[src/rtl/dcom_buffer_writer.sv]
`default_nettype none
// ============================================================================
// Module   : dcom_buffer_writer
// Purpose  : Copies a burst of 64-bit words from a valid/ready source into the
//            dcom data buffer over an Avalon-MM write master. One word is
//            moved every two cycles when the slave does not stall.
// Revision : 1.0 - initial release
// ----------------------------------------------------------------------------
// Ports
//   clk50_clk          in   1   clock, rising edge
//   rst_reset_n        in   1   synchronous active-low reset
//   cmd_start_i        in   1   start pulse (honoured only when idle)
//   cmd_base_addr_i    in  12   first word address
//   cmd_length_i       in  13   word count 0..4096
//   cmd_abort_i        in   1   abort request (level)
//   src_data_i         in  64   source word
//   src_valid_i        in   1   source word valid
//   src_ready_o        out  1   source word accepted on valid & ready
//   avm_address_o      out 12   buffer word address
//   avm_write_o        out  1   Avalon-MM write strobe
//   avm_writedata_o    out 64   write data
//   avm_byteenable_o   out  8   byte lanes
//   avm_waitrequest_i  in   1   slave stall
//   busy_o             out  1   transfer in progress
//   words_written_o    out 13   words accepted by the slave
//   done_irq_o         out  1   sticky completion interrupt
//   irq_clear_i        in   1   clears done_irq_o
//   cmd_last_be_i      in   8   final-word byte enables (optional build)
// Build option
//   DCOM_WRITER_BYTEENABLE_EN : adds cmd_last_be_i, applied to the last word.
// ============================================================================
module dcom_buffer_writer (
    input  logic        clk50_clk,
    input  logic        rst_reset_n,
    input  logic        cmd_start_i,
    input  logic [11:0] cmd_base_addr_i,
    input  logic [12:0] cmd_length_i,
    input  logic        cmd_abort_i,
    input  logic [63:0] src_data_i,
    input  logic        src_valid_i,
    output logic        src_ready_o,
    output logic [11:0] avm_address_o,
    output logic        avm_write_o,
    output logic [63:0] avm_writedata_o,
    output logic [7:0]  avm_byteenable_o,
    input  logic        avm_waitrequest_i,
    output logic        busy_o,
    output logic [12:0] words_written_o,
    output logic        done_irq_o,
    input  logic        irq_clear_i
`ifdef DCOM_WRITER_BYTEENABLE_EN
    ,
    input  logic [7:0]  cmd_last_be_i
`endif
);

    typedef enum logic [1:0] {
        ST_IDLE      = 2'd0,
        ST_WAIT_DATA = 2'd1,
        ST_WRITE     = 2'd2,
        ST_DONE      = 2'd3
    } state_t;

    state_t      state;
    state_t      state_nxt;
    logic [11:0] addr_q;
    logic [12:0] length_q;
    logic [12:0] words_q;
    logic [63:0] data_q;
    logic        done_irq_q;
    logic        abort_q;     // abort seen while a write was stalled
    logic        handshake;
    logic        write_accept;
    logic        last_word;
`ifdef DCOM_WRITER_BYTEENABLE_EN
    logic [7:0]  last_be_q;
`endif

    assign last_word = (words_q + 13'd1) == length_q;

    always_comb begin
        state_nxt    = state;
        src_ready_o  = 1'b0;
        avm_write_o  = 1'b0;
        busy_o       = 1'b0;
        handshake    = 1'b0;
        write_accept = 1'b0;
        case (state)
            ST_IDLE: begin
                if (cmd_start_i) begin
                    state_nxt = (cmd_length_i == 13'd0) ? ST_DONE : ST_WAIT_DATA;
                end
            end
            ST_WAIT_DATA: begin
                busy_o = 1'b1;
                // Ready is withheld during abort so no word is consumed.
                src_ready_o = ~cmd_abort_i;
                handshake   = src_valid_i & ~cmd_abort_i;
                if (cmd_abort_i) begin
                    state_nxt = ST_IDLE;
                end else if (src_valid_i) begin
                    state_nxt = ST_WRITE;
                end
            end
            ST_WRITE: begin
                busy_o       = 1'b1;
                avm_write_o  = 1'b1;
                write_accept = ~avm_waitrequest_i;
                if (!avm_waitrequest_i) begin
                    // An abort never cancels a write already on the bus.
                    if (abort_q || cmd_abort_i) begin
                        state_nxt = ST_IDLE;
                    end else if (last_word) begin
                        state_nxt = ST_DONE;
                    end else begin
                        state_nxt = ST_WAIT_DATA;
                    end
                end
            end
            ST_DONE: begin
                state_nxt = ST_IDLE;
            end
            default: begin
                state_nxt = ST_IDLE;
            end
        endcase
    end

    always_ff @(posedge clk50_clk) begin
        if (!rst_reset_n) begin
            state      <= ST_IDLE;
            addr_q     <= 12'd0;
            length_q   <= 13'd0;
            words_q    <= 13'd0;
            data_q     <= 64'd0;
            done_irq_q <= 1'b0;
            abort_q    <= 1'b0;
`ifdef DCOM_WRITER_BYTEENABLE_EN
            last_be_q  <= 8'd0;
`endif
        end else begin
            state <= state_nxt;
            if (state == ST_IDLE && cmd_start_i) begin
                addr_q   <= cmd_base_addr_i;
                length_q <= cmd_length_i;
                words_q  <= 13'd0;
                abort_q  <= 1'b0;
`ifdef DCOM_WRITER_BYTEENABLE_EN
                last_be_q <= cmd_last_be_i;
`endif
            end
            if (handshake) begin
                data_q <= src_data_i;
            end
            if (state == ST_WRITE && cmd_abort_i) begin
                abort_q <= 1'b1;
            end
            if (write_accept) begin
                words_q <= words_q + 13'd1;
                addr_q  <= addr_q + 12'd1;   // natural 12-bit wrap 0xFFF -> 0x000
            end
            // Set has priority over clear.
            if (state == ST_DONE) begin
                done_irq_q <= 1'b1;
            end else if (irq_clear_i) begin
                done_irq_q <= 1'b0;
            end
        end
    end

    assign avm_address_o   = addr_q;
    assign avm_writedata_o = data_q;
    assign words_written_o = words_q;
    assign done_irq_o      = done_irq_q;

`ifdef DCOM_WRITER_BYTEENABLE_EN
    assign avm_byteenable_o = !avm_write_o ? 8'h00 : (last_word ? last_be_q : 8'hFF);
`else
    assign avm_byteenable_o = avm_write_o ? 8'hFF : 8'h00;
`endif

endmodule
`default_nettype wire
[config.mk]
export PLATFORM = sky130hd
export DESIGN_NAME = dcom_buffer_writer
export DESIGN_NICKNAME = d
export VERILOG_FILES = /design/src/rtl/dcom_buffer_writer.sv
export SDC_FILE = /design/constraint.sdc
export NUM_CORES = 1
export LEC_CHECK = 0
export CAP_MARGIN = 0
export CORE_UTILIZATION = 29
export CTS_BUF_LIST = sky130_fd_sc_hd__clkbuf_8
export DETAILED_ROUTE_END_ITERATION = 12
export DONT_BUFFER_PORTS = 1
export GPL_ROUTABILITY_DRIVEN = 0
export GPL_TIMING_DRIVEN = 0
export SYNTH_ARGS = -nofsm -noshare
export SYNTH_HDL_FRONTEND = slang
export SYNTH_SLANG_ARGS = --single-unit
export TNS_END_PERCENT = 30
[constraint.sdc]
create_clock -name clk50_clk -period 2.7 [get_ports clk50_clk]
set_input_delay 0.27 -clock clk50_clk [delete_from_list [all_inputs] [get_ports clk50_clk]]
set_output_delay 0.27 -clock clk50_clk [all_outputs]
set_load 0.01 [all_outputs]
==> results.md <==
- Post-synth EDFFs: 0
- Synth Warn #: 0
- Worst Tran Pin Value: 0.661 ns
- Hold Path Origin: src_data_i[13]
- Top-level I/O count: 197
- DIE WIDTH: 133 µm
- Pwr Density: 656 mW/mm²
- CTS buffer count: 9
- R2R setup slack: 0.33 ns
- RSZ-0062 raised after global routing: no
- ANT cells: 0
- Htree depth: 3
- Fmax: 0.422 GHz
- Inst Count DP: 836
- Dpl ws: 0.0340 ns
- Initial core utilization: 29.8%
- Num rows: 47
- Antenna Nets Post-Route: 0
- Critical R2R Launch: state[1]
- Synth Register Bits: 106
- Mapped Avg Cell Area: 8.06 µm²
- Primary FF master, synth: dfxtp_1
- Final min period: 2.37 ns
- Clock skew: 0.0159 ns
- Ratio of cells with drive above 1 in the final layout: 7.05%
- Sequential share of the synthesized area: 42.8%
- Final Routed Wirelength: 15.2 mm
- Max-Cap Viols: 0
- WL/cell: 17.1 µm
- Worst Reg-to-Reg Cells: 9
- Leak: 0.00200 µW
- Distinct cells, synth: 56
- Clk sinks: 106
- Worst setup slack after layout: 0.329 ns
- Top cells by area, synth: dfxtp_1 (43%), nand2_1 (13%), a21boi_0 (12%), o21ai_0 (2.9%), clkbuf_1 (2.0%)
- Cell Area, Synth: 0.00496 mm²
- Syn-to-layout area delta: 17.0%
- Status: finished, final reports clean
- Register area: 0.00212 mm²
- Initial DRT Pass Iterations: 4
- Crit Path Class: reg -> reg
- Core Footprint: 0.0166 mm²
- Hold crit path type: in -> reg
- Critical Path Fanout Max: 10
- Total GRT Usage: 17.3%
- Critical Path RT: 3.03 ns
- Most frequent cell after synthesis: nand2_1
- Relative slew slack: 55.7%
- HPWL reported at the end of detailed placement: 11.1 mm
- Largest net degree at the start of global routing: 20
- Worst hold stages: 2
- Tcrit/Tclk final: 87.8%
- Clock latency on the worst-skew pair: 0.39 ns
- Die Ht: 133 µm
- Tot Pwr: 3810 µW
- Most frequent cells after synthesis: nand2_1 (178), dfxtp_1 (106), a21boi_0 (82)
- Area of the multi-input gates: 0.00258 mm²
- CTS Root Buffer Type: clkbuf_8
- CTS tree: built
- Crit end category: register
- Maximum VDD drop: 0.300 mV
- Cell taking the most area after synthesis: dfxtp_1
- Fin nets: 765
- First-pass GRT wire length: 23.8 mm
- Final Hold Fails: 0
- Startpoint types: register
- Max-slew violations: 0
- Sum Neg Setup Slack: 0 ns
- Syn nets: 719
- CTS Buffer Depth: 2
- Via count: 4323
- Starting DRC count in detailed routing: 191
- Worst reg2reg path endpoint: words_written_o[2]
- Synth top area share: 42.8%
- Endpoint, Worst Hold: avm_writedata_o[13]
- Vias in the first global route: 4349
- Synth Instances: 616
- Setup violations, final: 0
- # DRC: 0
- Port bufs: 0
- Initial antenna violation count: 0
- Post-synth ARST share: 0%
- Clock-pin slew on the worst setup and hold paths: 0.11 ns
- CP Data Arrival Time: 2.70 ns
- Die area: 0.0176 mm²
- Filler cells: 1748
- Vias/cell: 4.87
- Final Non-Filler Cells: 887
- Grt ovf: 0
==> final cells by class <==
type | instances | share of cell area (%)
multi-input combinational | 454 | 44.5
sequential | 106 | 36.6
timing repair buffer | 35 | 6.03
tap | 220 | 4.74
buffer | 48 | 4.12
clock buffer | 9 | 2.13
clock inverter | 7 | 1.40
inverter | 8 | 0.517
==> stage by stage <==
stage / hold slack (ns) / utilization, % / instance area, µm²
after floorplan: 0.415 / - / 4960
after global placement: 0.418 / 31.5 / 5240
after detailed placement: 0.425 / 31.5 / 5240
after CTS: 0.000247 / 34.6 / 5770
after global routing: 0.00131 / 34.9 / 5810
final: 0.0199 / 34.9 / 5810
==> layer usage <==
layer | track usage [%] | routed length [µm]
met1 | 19.7 | 6160
met2 | 29.8 | 7550
met3 | 6.78 | 1270
met4 | 5.04 | 191
met5 | 0 | 0
==> power breakdown <==
part,total (µW),internal (µW),switching [µW]
Sequential,1890,1700,192
Clock,1070,448,620
Combinational,849,339,510
==> repair_timing <==
item,CTS,global route
cloned,0,0
resized for setup,1,1
hold endpoints to repair,32,3
buffers inserted,0,0
hold buffers,32,3
setup endpoints to repair,3,3
==> how the worst max path moves through the flow <==
stage,from,cells past startpoint,end
floorplan,state[0],6,state[1]
global placement,state[1],8,words_written_o[2]
detailed placement,state[1],8,words_written_o[9]
CTS,state[1],8,words_written_o[2]
global route,state[1],8,words_written_o[2]
finish,state[1],9,words_written_o[2]
==> state kept, by name (all words and copies together), names as in the netlist <==
signal / flops
state: 2
length_q: 13
words_written_o: 13
avm_address_o: 12
abort_q: 1
done_irq_o: 1
avm_writedata_o: 64
==> critical path, stage by stage, from the launching register on <==
cell and delay (ns):
dfxtp_1 0.49, inv_1 0.13, ha_1 0.25, and2_1 0.15, clkbuf_1 0.20, nor2_1 0.27, clkbuf_1 0.44, o21ai_0 0.16
o21ai_0 0.09, and2_1 0.14
==> logic make-up after synthesis <==
group | synth area share (%)
AND/OR/NAND/NOR | 25.3
AO/OA/AOI/OAI | 22.7
flip-flops | 42.8
buffers and inverters | 5.42
XOR/XNOR | 2.09
adder cells (fa/ha/maj) | 1.76
==> placed cells by master, fill, tap and decap left out, types with 6 or more instances in the layout <==
| master | count |
|---|---|
| inv_1 | 7 |
| nor2b_1 | 12 |
| nor2_1 | 16 |
| o21ai_0 | 29 |
| nor3_1 | 12 |
| a21oi_1 | 17 |
| and2_1 | 9 |
| nand4_1 | 8 |
| clkbuf_8 | 9 |
| buf_4 | 8 |
| ha_1 | 6 |
| clkbuf_1 | 26 |
| dfxtp_1 | 106 |
| a21boi_0 | 82 |
| nand3_1 | 15 |
| dlygate4sd3_1 | 35 |
| buf_1 | 6 |
| nand2_1 | 178 |
(Power assumes the default switching activity.)
